[src/rtl/display_scan_7seg_if.sv]
// Signal bundle between the 4-digit 7-segment scanner, its upstream segment mux and the display.
// The slave modport is the scanner's view. The master modport is the environment's view.
interface display_scan_7seg_if;
    logic       enable;
    logic [3:0] digit_mask;
    logic [6:0] seg_in;
    logic [1:0] sel;
    logic [6:0] seg_out;
    logic [3:0] an;
    logic       frame_tick;

    modport slave (
        input  enable,
        input  digit_mask,
        input  seg_in,
        output sel,
        output seg_out,
        output an,
        output frame_tick
    );

    modport master (
        output enable,
        output digit_mask,
        output seg_in,
        input  sel,
        input  seg_out,
        input  an,
        input  frame_tick
    );
endinterface

[src/rtl/display_scan_7seg.sv]
// Time-multiplexed 4-digit 7-segment scanner.
// Each slot steers the external mux, blanks while the mux settles, captures the pattern, then lights one anode.
module display_scan_7seg #(
    parameter int unsigned DIV           = 50000,
    parameter int unsigned BLANK         = 16,
    parameter logic [6:0]  SEG_OFF       = 7'b1111111,
    parameter bit          AN_ACTIVE_LOW = 1'b1
) (
    input  logic                clk,
    input  logic                rst_n,
    display_scan_7seg_if.slave  bus
);
    localparam int unsigned    CW          = (DIV > 1) ? $clog2(DIV) : 1;
    localparam logic [CW-1:0]  CNT_LAST    = CW'(DIV - 1);
    localparam logic [CW-1:0]  CNT_CAPTURE = CW'(BLANK - 1);
    localparam logic [CW-1:0]  CNT_SHOW    = CW'(BLANK);

    logic [CW-1:0] cnt;
    logic [1:0]    sel;
    logic [6:0]    seg_reg;
    logic [3:0]    mask_reg;
    logic          frame_tick;

    logic          slot_end;
    logic          lit;
    logic [3:0]    an_hot;
    logic [6:0]    seg_out;

    assign slot_end = (cnt == CNT_LAST);

    // NOTE: non-blocking assignments, so every register below sees the pre-edge cnt/sel.
    always_ff @(posedge clk) begin
        if (!rst_n) begin
            cnt        <= '0;
            sel        <= 2'd0;
            seg_reg    <= SEG_OFF;
            mask_reg   <= 4'b0000;
            frame_tick <= 1'b0;
        end else if (!bus.enable) begin
            // Holding cnt at 0 keeps the display blanked and restarts this slot on re-enable.
            cnt        <= '0;
            frame_tick <= 1'b0;
        end else begin
            frame_tick <= slot_end && (sel == 2'd3);
            if (cnt == CNT_CAPTURE) begin
                seg_reg  <= bus.seg_in;
                mask_reg <= bus.digit_mask;
            end
            if (slot_end) begin
                cnt <= '0;
                sel <= sel + 2'd1;
            end else begin
                cnt <= cnt + 1'b1;
            end
        end
    end

    // NOTE: every signal gets a default first, so no path can infer a latch.
    always_comb begin
        an_hot  = 4'b0000;
        seg_out = SEG_OFF;
        lit     = (cnt >= CNT_SHOW) && mask_reg[sel];
        if (lit) begin
            an_hot[sel] = 1'b1;
            seg_out     = seg_reg;
        end
    end

    assign bus.an         = AN_ACTIVE_LOW ? ~an_hot : an_hot;
    assign bus.seg_out    = seg_out;
    assign bus.sel        = sel;
    assign bus.frame_tick = frame_tick;
endmodule

[src/flat_wrapper.sv]
// flat-port wrapper written by rule: the top's interface ports become plain ports
module display_scan_7seg_flat 
#(
    parameter int unsigned DIV           = 50000,
    parameter int unsigned BLANK         = 16,
    parameter logic [6:0]  SEG_OFF       = 7'b1111111,
    parameter bit          AN_ACTIVE_LOW = 1'b1
)
  (clk, rst_n, bus_enable, bus_digit_mask, bus_seg_in, bus_sel, bus_seg_out, bus_an, bus_frame_tick);
  display_scan_7seg_if bus_i ();
  input  logic clk;
  input  logic rst_n;
  input wire logic [$bits(bus_i.enable)-1:0] bus_enable;
  input wire logic [$bits(bus_i.digit_mask)-1:0] bus_digit_mask;
  input wire logic [$bits(bus_i.seg_in)-1:0] bus_seg_in;
  output wire logic [$bits(bus_i.sel)-1:0] bus_sel;
  output wire logic [$bits(bus_i.seg_out)-1:0] bus_seg_out;
  output wire logic [$bits(bus_i.an)-1:0] bus_an;
  output wire logic [$bits(bus_i.frame_tick)-1:0] bus_frame_tick;
  assign bus_i.enable = bus_enable;
  assign bus_i.digit_mask = bus_digit_mask;
  assign bus_i.seg_in = bus_seg_in;
  assign bus_sel = bus_i.sel;
  assign bus_seg_out = bus_i.seg_out;
  assign bus_an = bus_i.an;
  assign bus_frame_tick = bus_i.frame_tick;
  display_scan_7seg #(.DIV(DIV), .BLANK(BLANK), .SEG_OFF(SEG_OFF), .AN_ACTIVE_LOW(AN_ACTIVE_LOW)) u_core (.clk(clk), .rst_n(rst_n), .bus(bus_i));
endmodule
[config.mk]
export PLATFORM = sky130hd
export DESIGN_NAME = display_scan_7seg_flat
export DESIGN_NICKNAME = d
export VERILOG_FILES = /design/src/rtl/display_scan_7seg_if.sv /design/src/rtl/display_scan_7seg.sv /design/src/flat_wrapper.sv
export SDC_FILE = /design/constraint.sdc
export NUM_CORES = 1
export LEC_CHECK = 0
export BUFFER_PORTS_ARGS = -buffer_cell sky130_fd_sc_hd__buf_4
export CAP_MARGIN = 20
export CELL_PAD_IN_SITES_DETAIL_PLACEMENT = 0
export CELL_PAD_IN_SITES_GLOBAL_PLACEMENT = 1
export CORE_MARGIN = 2
export CORE_UTILIZATION = 30
export DETAILED_ROUTE_END_ITERATION = 16
export PLACE_DENSITY_LB_ADDON = 0.3
export SLEW_MARGIN = 20
export SYNTH_ARGS = -nofsm -noshare
export SYNTH_HDL_FRONTEND = slang
export SYNTH_SLANG_ARGS = --single-unit
[constraint.sdc]
create_clock -name clk -period 2.15 [get_ports clk]
set_input_delay 0 -clock clk [delete_from_list [all_inputs] [get_ports clk]]
set_output_delay 0 -clock clk [all_outputs]
set_load 0.05 [all_outputs]
==> results of run 1 <==
## timing repair
item                                    CTS  global route
resized for setup                         0             1
hold buffers                              6             0
endpoints found under the hold margin    10             0
endpoints found under the setup margin    0            11
## metrics by stage
step,cells,total power [mW]
after floorplan,172,0.589
after global placement,262,0.613
after detailed placement,262,0.612
after CTS,276,1.09
after global routing,276,1.12
final,276,1.07
## cell type report
class | instances | area, µm²
clock buffer | 7 | 86.3
clock inverter | 1 | 5.00
fill | 526 | 2880
inverter | 15 | 56.3
multi-input combinational | 121 | 828
sequential | 30 | 601
tap | 67 | 83.8
timing repair buffer | 35 | 278
## power by group through the flow
| stage | clock, mW | sequential, mW | combinational, mW |
|---|---|---|---|
| after floorplan | 0 | 0.572 | 0.0169 |
| after global placement | 0 | 0.573 | 0.0406 |
| after detailed placement | 0 | 0.573 | 0.0397 |
| after CTS | 0.484 | 0.560 | 0.0487 |
| after global routing | 0.505 | 0.560 | 0.0530 |
| final | 0.460 | 0.560 | 0.0481 |
## logic make-up after synthesis
| kind of cell | Yosys count | synth area share |
|---|---|---|
| AND/OR/NAND/NOR | 73 | 0.275 |
| flip-flops | 30 | 0.395 |
| AO/OA/AOI/OAI | 26 | 0.115 |
| buffers and inverters | 21 | 0.0633 |
| XOR/XNOR | 13 | 0.0748 |
| adder cells (fa/ha/maj) | 6 | 0.0493 |
| multiplexers | 3 | 0.0280 |
## critical path, cell delays in order (launching register included)
cell and delay, ns:
dfxtp_1 0.46, mux4_2 0.54, a21boi_2 0.24, nand2b_1 0.12, buf_4 0.20
## cell usage after synthesis, drive strengths merged, types with 2 or more instances
cell	n	area share
clkbuf	3	0.0082
nor3	6	0.023
nand3	10	0.036
a31o	2	0.017
ha	6	0.049
nand2b	7	0.029
mux2i	2	0.013
o21ai	11	0.036
nand4	6	0.039
nand2	15	0.039
buf	3	0.018
nor4	5	0.040
dfxtp	30	0.39
a21oi	5	0.016
o311ai	7	0.040
inv	15	0.037
and2	2	0.0082
xnor2	12	0.069
nor2	20	0.049
## worst min path at each step
stage                      start                     to  slack [ns]  depth (start not counted)
6_report           bus_seg_in[2]      u_core.seg_reg[2]        0.01                          3
5_1_grt            bus_seg_in[2]      u_core.seg_reg[2]        0.01                          3
4_1_cts            bus_seg_in[2]      u_core.seg_reg[2]       0.005                          3
3_5_place_dp   bus_digit_mask[0]     u_core.mask_reg[0]        0.28                          3
3_3_place_gp   bus_digit_mask[0]     u_core.mask_reg[0]        0.28                          3
2_1_floorplan         bus_enable  u_core.bus.frame_tick        0.14                          2
## per-layer routing
| metal | GRT usage | wire [µm] | share of wire |
|---|---|---|---|
| met1 | 0.162 | 1520 | 0.47 |
| met2 | 0.192 | 1480 | 0.46 |
| met3 | 0.0402 | 174 | 0.054 |
| met4 | 0.0643 | 53 | 0.016 |
| met5 | 0 | 0 | 0 |
==> results.json, run 1 <==
{
  "run_status": "complete, no violations",
  "synth_cells": 172,
  "netSwitchingFraction": 0.211,
  "setup_violations": 0,
  "drc_violation_total_after_the_first_tritonroute_iteration": 34,
  "drt_pass1_iterations": 4,
  "grt_first_pass_wirelength_um": 5330,
  "cts_max_level": 2,
  "timing.fmax_mhz": 547,
  "yosysSeqAreaShare": 0.395,
  "tritoncts": "done",
  "fraction_of_layout_instances_using_a_drive_strength_above_1": 0.230,
  "cts-buffers-inserted": 5,
  "crit_path_end_kind": "output port",
  "yosys_warnings": 0,
  "area_growth_pct": 27.4,
  "fin_tns_setup_ns": 0,
  "post-cts-setup-buffers": 0,
  "power.ir.vdd_worst_mv": 0.228,
  "final_core_util": 0.402,
  "chipWidth_um": 75.2,
  "wl_um": 3230,
  "detailroute.via_count": 1280,
  "tightestPinTransition_ns": 0.546,
  "timing.hold.ws_ns": 0.0143,
  "ctsLongestPathBuffers": 2,
  "syn_avg_cell_area_um2": 8.85,
  "cts.root.buffer_cell": "clkbuf_8",
  "reg2regPathDepth": 5,
  "number_of_flip_flops_under_the_largest_register_name": 16,
  "reg2reg_slack_ns": 0.35,
  "critPathMaxFanout": 11,
  "remaining_drc_errors": 0,
  "worst_clock_skew_ns": 0.00537,
  "fin_nets": 228,
  "timing.max_slew.rel_slack": 0.635,
  "preCtsSetupSlack_ns": 0.352,
  "timing.max_cap.violations": 0,
  "std_cell_rows": 25,
  "hpwlAfterDp_um": 2290,
  "setup.worst_path.start_class": "flop",
  "timing.rr.start": "u_core.cnt[0]",
  "gr-total-overflow": 0,
  "synth_flop_cell": "dfxtp_1",
  "power.density_nw_per_um2": 551,
  "clock_sinks": 30,
  "timing.final.crit_share": 0.850,
  "hp-class": "input port to flop",
  "core_region_area_um2": 4820,
  "unrepaired_setup_endpoints_after_global_routing": "false",
  "crit_type": "flop to output port",
  "route.detailed.vias_per_inst": 4.64,
  "ant_diodes": 0,
  "arrival_ns": 1.83,
  "data_required_critical_path_ns": 2.15,
  "io_buffers": 27,
  "setup.worst_path.end": "bus_seg_out[1]",
  "total_leakage_power_nw": 0.721,
  "ioPinCount": 28,
  "antenna_found_initial": 0,
  "mostFrequentLayoutCell": "dfxtp_1",
  "final_antenna_net_count": 0,
  "min_period_ns": 1.83,
  "clock_power_share": 0.430,
  "gr-usage-all-layers": 0.127,
  "final_design_area_no_fill_um2": 1940,
  "most-common-layout-cells": "30 x dfxtp_1, 29 x buf_4, 20 x nor2_1, 15 x inv_1, 14 x nand2_1",
  "worst_setup_path_startpoint": "u_core.bus.sel[0]",
  "clock_latency_of_the_later_clocked_register_in_the_worst_skew_pair_ns": 0.28,
  "combPwrFrac": 0.045,
  "gpl.final_weighted_congestion": 0.712,
  "intPower_uw": 842,
  "report.final.slew_viol_count": 0,
  "postPlaceCellArea_um2": 1780,
  "synth-seq-cells": 30,
  "fraction_of_power_consumed_by_sequential_logic": 0.524,
  "floorplan.initialDensity": 0.316,
  "synth_async_sr_flop_share": 0,
  "post_synth_instance_area_um2": 1520,
  "netSwitchingPower_uw": 226,
  "yosys.cell_types.count": 34,
  "grt_pass1_vias": 1159,
  "pin_count_of_the_biggest_net_entering_global_routing": 19,
  "worst_setup_hold_path_clk_slew_ns": 0.06,
  "regToRegEndpoint": "u_core.seg_reg[0]",
  "timing.final.ws_setup_ns": 0.323,
  "syn-num-nets": 192,
  "dieHeight_um": 75.2,
  "post_drt_wl_per_cell_um": 11.7,
  "number_of_enable_type_register_cells_in_the_synthesized_netlist": 0,
  "die_area_um2": 5660,
  "hold_viol": 0
}
Note: power is estimated with default switching activity, not from simulation.
==> run 2, diff against run 1 <==
--- a/config.mk
+++ b/config.mk
@@ -5,6 +5,7 @@
 export SDC_FILE = /design/constraint.sdc
 export NUM_CORES = 1
 export LEC_CHECK = 0
+export ABC_AREA = 1
 export BUFFER_PORTS_ARGS = -buffer_cell sky130_fd_sc_hd__buf_4
 export CAP_MARGIN = 20
 export CELL_PAD_IN_SITES_DETAIL_PLACEMENT = 0
==> constraint.sdc (replaced) <==
create_clock -name clk -period 1.51 [get_ports clk]
set_input_delay 0 -clock clk [delete_from_list [all_inputs] [get_ports clk]]
set_output_delay 0 -clock clk [all_outputs]
set_load 0.05 [all_outputs]
==> run 2 against run 1 <==
Utilization grew 4.2 points. Critical endpoint is now bus_seg_out[2]. Register-to-register slack lost 0.26 ns. Via count grew 18%. Largest power group unchanged. Worst hold slack lost 0.0053 ns.
==> results.json, run 2 <==
{
  "post_synth_instance_area_um2": 1640,
  "timing.max_cap.violations": 0,
  "cts-buffers-inserted": 5,
  "syn_avg_cell_area_um2": 7.34,
  "power.total_mw": 1.53,
  "netSwitchingFraction": 0.213,
  "std_cell_rows": 26,
  "wl_um": 3910,
  "worst_clock_skew_ns": 0.00622,
  "hold_viol": 0,
  "number_of_enable_type_register_cells_in_the_synthesized_netlist": 0,
  "number_of_flip_flops_under_the_largest_register_name": 16,
  "area_growth_pct": 40.2,
  "yosys-mux-area-fraction": 0,
  "cts_max_level": 2,
  "report.final.slew_viol_count": 0,
  "cts.root.buffer_cell": "clkbuf_8",
  "yosys.cell_types.count": 29,
  "tritoncts": "done",
  "unrepaired_setup_endpoints_after_global_routing": "true",
  "min_period_ns": 1.46,
  "netSwitchingPower_uw": 326,
  "timing.final.crit_share": 0.966,
  "synth-seq-cells": 30,
  "biggest_area_contributors_in_the_synthesized_netlist": "dfxtp_1 37%, nand2_1 11%, nor2_1 8.5%",
  "setup.worst_path.end": "bus_seg_out[2]",
  "power.density_nw_per_um2": 666,
  "run_status": "complete, no violations",
  "power.ir.vdd_worst_mv": 0.359,
  "post-synth-top-count-cell": "nand2_1",
  "gr-usage-all-layers": 0.133,
  "syn-num-nets": 243,
  "dominant_combinational_cell_family_by_area_after_synthesis": "simple AND/OR/NAND/NOR gates",
  "worst_setup_path_startpoint": "u_core.cnt[9]",
  "clock_power_share": 0.432,
  "drc_violation_total_after_the_first_tritonroute_iteration": 66,
  "remaining_drc_errors": 0,
  "timing.max_slew.rel_slack": 0.828,
  "fin_nets": 295,
  "drt_pass1_iterations": 3,
  "regToRegEndpoint": "u_core.seg_reg[4]",
  "ant_diodes": 0,
  "post_drt_wl_per_cell_um": 11.3,
  "detailroute.via_count": 1514,
  "route.detailed.vias_per_inst": 4.38,
  "clock_latency_of_the_later_clocked_register_in_the_worst_skew_pair_ns": 0.28,
  "min_path_cells": 2,
  "floorplan.initialDensity": 0.317,
  "yosysTopAreaCellShare": 0.367,
  "fraction_of_power_consumed_by_sequential_logic": 0.518,
  "ioPinCount": 28,
  "cp_cell_sequence": "nor2_1 > nand2_2 > nor2_8 > nand2_8 > nand3b_1 > buf_6",
  "crit_path_end_kind": "output port",
  "antenna_found_initial": 0,
  "hp-class": "input port to flop",
  "synth_async_sr_flop_share": 0,
  "data_required_critical_path_ns": 1.51,
  "setup_violations": 0,
  "fin_tns_setup_ns": 0,
  "synth_flop_cell": "dfxtp_1",
  "clock_sinks": 30,
  "n_fill_cell": 539,
  "hpwlAfterDp_um": 2700,
  "synth_compound_area_frac": 0.0451,
  "crit_path_max_incr_delay_ns": 0.35,
  "critPathMaxFanout": 11,
  "intPower_mw": 1.20,
  "yosys_warnings": 0,
  "pin_count_of_the_biggest_net_entering_global_routing": 16,
  "crit_path_top_delay_cell": "dfxtp_2",
  "xor_and_xnor_fraction_of_the_mapped_netlist_area": 0.0267,
  "crit_type": "flop to output port",
  "grt_first_pass_wirelength_um": 6420,
  "reg2regPathDepth": 6,
  "timing.hold.ws_ns": 0.00901,
  "post_synth_fa_ha_maj_area_fraction": 0.0458,
  "most-common-layout-cells": "45 x nand2_1, 37 x nor2_1, 31 x buf_4, 23 x dfxtp_1, 19 x inv_1",
  "fraction_of_layout_instances_using_a_drive_strength_above_1": 0.304,
  "synth.largest_area_cell": "dfxtp_1",
  "yosys.area_share.simple": 0.432,
  "yosysSeqAreaShare": 0.367,
  "gr-total-overflow": 0,
  "tightestPinTransition_ns": 0.258,
  "io_buffers": 27,
  "chipWidth_um": 77.9,
  "dieHeight_um": 77.9,
  "setup.worst_path.start_class": "flop",
  "mostFrequentLayoutCell": "nand2_1",
  "grt_pass1_vias": 1466,
  "ctsLongestPathBuffers": 2,
  "reg2reg_slack_ns": 0.09,
  "combPwrFrac": 0.050,
  "total_leakage_power_nw": 0.941,
  "gpl.final_weighted_congestion": 0.745,
  "die_area_um2": 6070,
  "core_region_area_um2": 5170,
  "final_antenna_net_count": 0,
  "arrival_ns": 1.46,
  "synth_top_cells_by_count": "47 x nand2_1, 37 x nor2_1, 30 x dfxtp_1",
  "timing.rr.start": "u_core.cnt[0]",
  "worst_setup_hold_path_clk_slew_ns": 0.07,
  "timing.fmax_mhz": 686,
  "synth_cells": 223
}
run 2: cell types whose count changed after synthesis, moves of 9 or more:
cell / change
nand3_1: +9
nor2_1: +17
o21ai_1: -10
nand2_1: +33
xnor2_1: -11
run 2: repair_timing:
item,CTS,global route
endpoints found under the setup margin,11,21
gates cloned,1,1
pin swaps,0,8
hold buffers,11,0
hold endpoints to repair,11,0
setup buffers,0,6
gates resized for setup,5,24
run 2: critical path, delay by kind of cell (launching register included):
kind / cells / cell delay, ns
buffers and inverters: 1 / 0.16
DFF: 1 / 0.35
and+or+nand+nor: 5 / 0.68
run 2: logic make-up after synthesis:
kind of cell               count (synthesis)
and+or+nand+nor                          141
buffers and inverters                     28
DFF                                       30
adders and majority gates                  6
AOI/OAI and AO/OA                         13
xor gates and xnor gates                   5
run 2: how the worst min path moves through the flow:
stage	start	endpoint	slack, ns
finish	rst_n	u_core.seg_reg[1]	0.009
global placement	bus_digit_mask[2]	u_core.mask_reg[2]	0.24
global route	rst_n	u_core.seg_reg[0]	0.01
CTS	rst_n	u_core.seg_reg[1]	0.005
floorplan	rst_n	u_core.bus.sel[0]	0.11
detailed placement	bus_digit_mask[3]	u_core.mask_reg[3]	0.23
run 2: routing by layer:
metal	vias to the layer above	GRT usage	part of all wire
met5	-	0	0
met4	0	0.0500	0.011
met2	16	0.226	0.47
li1	821	-	-
met1	673	0.159	0.49
met3	4	0.0349	0.031
run 2: final cells by class:
type / instances / area (µm²) / share of cell area
flip-flops and latches: 30 / 614 / 0.268
repair buffers: 51 / 453 / 0.197
clock inverters: 1 / 5.00 / 0.00218
clock buffers: 7 / 86.3 / 0.0376
multi-input cells: 166 / 966 / 0.421
well taps: 70 / 87.6 / 0.0381
inverters: 21 / 83.8 / 0.0365
run 2: metrics by stage:
stage	util	cell area [µm²]	setup WS [ns]	std cells
detailed placement	0.375	1940	0.0734	319
finish	0.444	2300	0.0518	346
floorplan	-	1660	0.0373	223
global route	0.444	2300	-0.0322	346
global placement	0.375	1940	0.0931	319
CTS	0.417	2160	0.0120	339
run 2: power by group through the flow:
stage | clock network, mW | registers (mW) | logic, mW
global route | 0.728 | 0.792 | 0.0830
finish | 0.660 | 0.792 | 0.0764
detailed placement | 0 | 0.812 | 0.0530
CTS | 0.693 | 0.794 | 0.0761
floorplan | 0 | 0.812 | 0.0210
global placement | 0 | 0.812 | 0.0531
==> run 3, diff against run 2 <==
--- a/config.mk
+++ b/config.mk
@@ -14,6 +14,7 @@
 export CORE_UTILIZATION = 30
 export DETAILED_ROUTE_END_ITERATION = 16
 export PLACE_DENSITY_LB_ADDON = 0.3
+export RECOVER_POWER = 50
 export SLEW_MARGIN = 20
 export SYNTH_ARGS = -nofsm -noshare
 export SYNTH_HDL_FRONTEND = slang
==> run 3 against run 2 <==
Final area shrank 0.71%. Critical path depth is the same. First-iteration DRC count shrank 1.5%. Clock skew is essentially flat. Critical endpoint unchanged. Largest cell class unchanged. Via count grew 0.20%. Clock-buffer cell count is the same. Maximum frequency is essentially flat. Largest power group unchanged.
==> results.json, run 3 (synthesized netlist as in run 2, its figures left out) <==
{
  "remaining_drc_errors": 0,
  "report.final.slew_viol_count": 0,
  "run_status": "complete, no violations",
  "seq_cell_area_um2": 614,
  "antenna_found_initial": 0,
  "chipWidth_um": 77.9,
  "grt_first_pass_wirelength_um": 6420,
  "ioPinCount": 28,
  "preCtsSetupSlack_ns": 0.0734,
  "timing.max_cap.violations": 0,
  "clock_latency_of_the_later_clocked_register_in_the_worst_skew_pair_ns": 0.28,
  "gr-total-overflow": 0,
  "crit_type": "flop to output port",
  "area_growth_pct": 39.2,
  "setup_violations": 0,
  "gr-usage-all-layers": 0.133,
  "unrepaired_setup_endpoints_after_global_routing": "true",
  "cts-buffers-inserted": 5,
  "cts.root.buffer_cell": "clkbuf_8",
  "worst_clock_skew_ns": 0.00628,
  "timing.fmax_mhz": 686,
  "timing.max_slew.rel_slack": 0.597,
  "core_region_area_um2": 5170,
  "die_area_um2": 6070,
  "drc_violation_total_after_the_first_tritonroute_iteration": 65,
  "route.detailed.vias_per_inst": 4.38,
  "final_antenna_net_count": 0,
  "io_buffers": 27,
  "arrival_ns": 1.46,
  "floorplan.initialDensity": 0.317,
  "power.density_nw_per_um2": 670,
  "pin_count_of_the_biggest_net_entering_global_routing": 16,
  "clock_sinks": 30,
  "total_leakage_power_nw": 0.928,
  "detailroute.via_count": 1517,
  "number_of_flip_flops_under_the_largest_register_name": 16,
  "tritoncts": "done",
  "hp-class": "input port to flop",
  "hold_viol": 0,
  "cts_max_level": 2,
  "most-common-layout-cells": "45 x nand2_1, 37 x nor2_1, 28 x buf_4, 23 x dfxtp_1, 19 x inv_1",
  "hpwlAfterDp_um": 2700,
  "ant_diodes": 0,
  "n_fill_cell": 541,
  "setup.worst_path.start_class": "flop",
  "post_drt_wl_per_cell_um": 11.3,
  "worst_setup_hold_path_clk_slew_ns": 0.07,
  "std_cell_rows": 26,
  "power.total_mw": 1.53,
  "crit_path_end_kind": "output port",
  "timing.final.ws_setup_ns": 0.0523,
  "timing.final.crit_share": 0.965,
  "wl_um": 3900,
  "crit_path_top_delay_cell": "dfxtp_2",
  "grt_pass1_vias": 1466,
  "crit_path_max_incr_delay_ns": 0.35,
  "power.ir.vdd_worst_mv": 0.359,
  "min_period_ns": 1.46,
  "fraction_of_layout_instances_using_a_drive_strength_above_1": 0.293,
  "final_core_util": 0.441,
  "multi_input_area_um2": 961,
  "drt_pass1_iterations": 4,
  "mostFrequentLayoutCell": "nand2_1",
  "dieHeight_um": 77.9,
  "critPathMaxFanout": 11,
  "gpl.final_weighted_congestion": 0.745,
  "tightestPinTransition_ns": 0.607,
  "cp_cell_sequence": "nor2_1 > nand2_2 > nor2_8 > nand2_8 > nand3b_1 > buf_6",
  "data_required_critical_path_ns": 1.51,
  "fin_nets": 295,
  "ctsLongestPathBuffers": 2
}
==> run 3: timing repair <==
action / in CTS / in global routing
hold buffers: 11 / 0
cloned: 1 / 1
setup buffers: 0 / 6
hold endpoints to repair: 11 / 0
gates resized for setup: 5 / 24
pin swaps: 0 / 8
setup endpoints to repair: 11 / 21
==> run 3: layout make-up <==
class,count,share of cell area
multi-input combinational,166,0.422
tap,70,0.0384
inverter,21,0.0368
clock buffer,7,0.0379
sequential,30,0.269
clock inverter,1,0.00220
timing repair buffer,51,0.194
==> run 3: power by group <==
part	internal (mW)	leakage, nW	switching, mW	total [mW]
sequential	0.790	0.246	0.00222	0.792
clock	0.367	0.0482	0.292	0.659
combinational	0.0457	0.633	0.0306	0.0764
==> run 3: critical path, delay by kind of cell (launching register included) <==
kind	cells	cell delay [ns]
buffers and inverters	1	0.16
flip-flops	1	0.35
AND/OR/NAND/NOR	5	0.68
==> run 3: worst paths after layout <==
| check | end | from | slack, ns | cells after the start |
|---|---|---|---|---|
| max | bus_seg_out[2] | u_core.cnt[9] | 0.05 | 6 |
| min | u_core.seg_reg[1] | rst_n | 0.009 | 2 |
| max reg2reg | u_core.seg_reg[4] | u_core.cnt[0] | 0.09 | 6 |
| min reg2reg | u_core.seg_reg[5] | u_core.seg_reg[5] | 0.46 | 2 |
==> run 3: per-layer routing <==
layer,routed length (µm),vias up,track usage
met3,114,4,0.0349
met2,1830,16,0.226
li1,-,821,-
met5,0,-,0
met1,1910,676,0.159
met4,44,0,0.0500
==> run 3: per-stage QoR <==
step                      cells  TNS (ns)  hold slack [ns]  cell area (µm²)
after floorplan             223         0            0.112             1660
after CTS                   339         0          0.00472             2160
after global placement      319         0            0.240             1940
final                       346         0          0.00927             2280
after global routing        346    -0.211           0.0119             2280
after detailed placement    319         0            0.231             1940
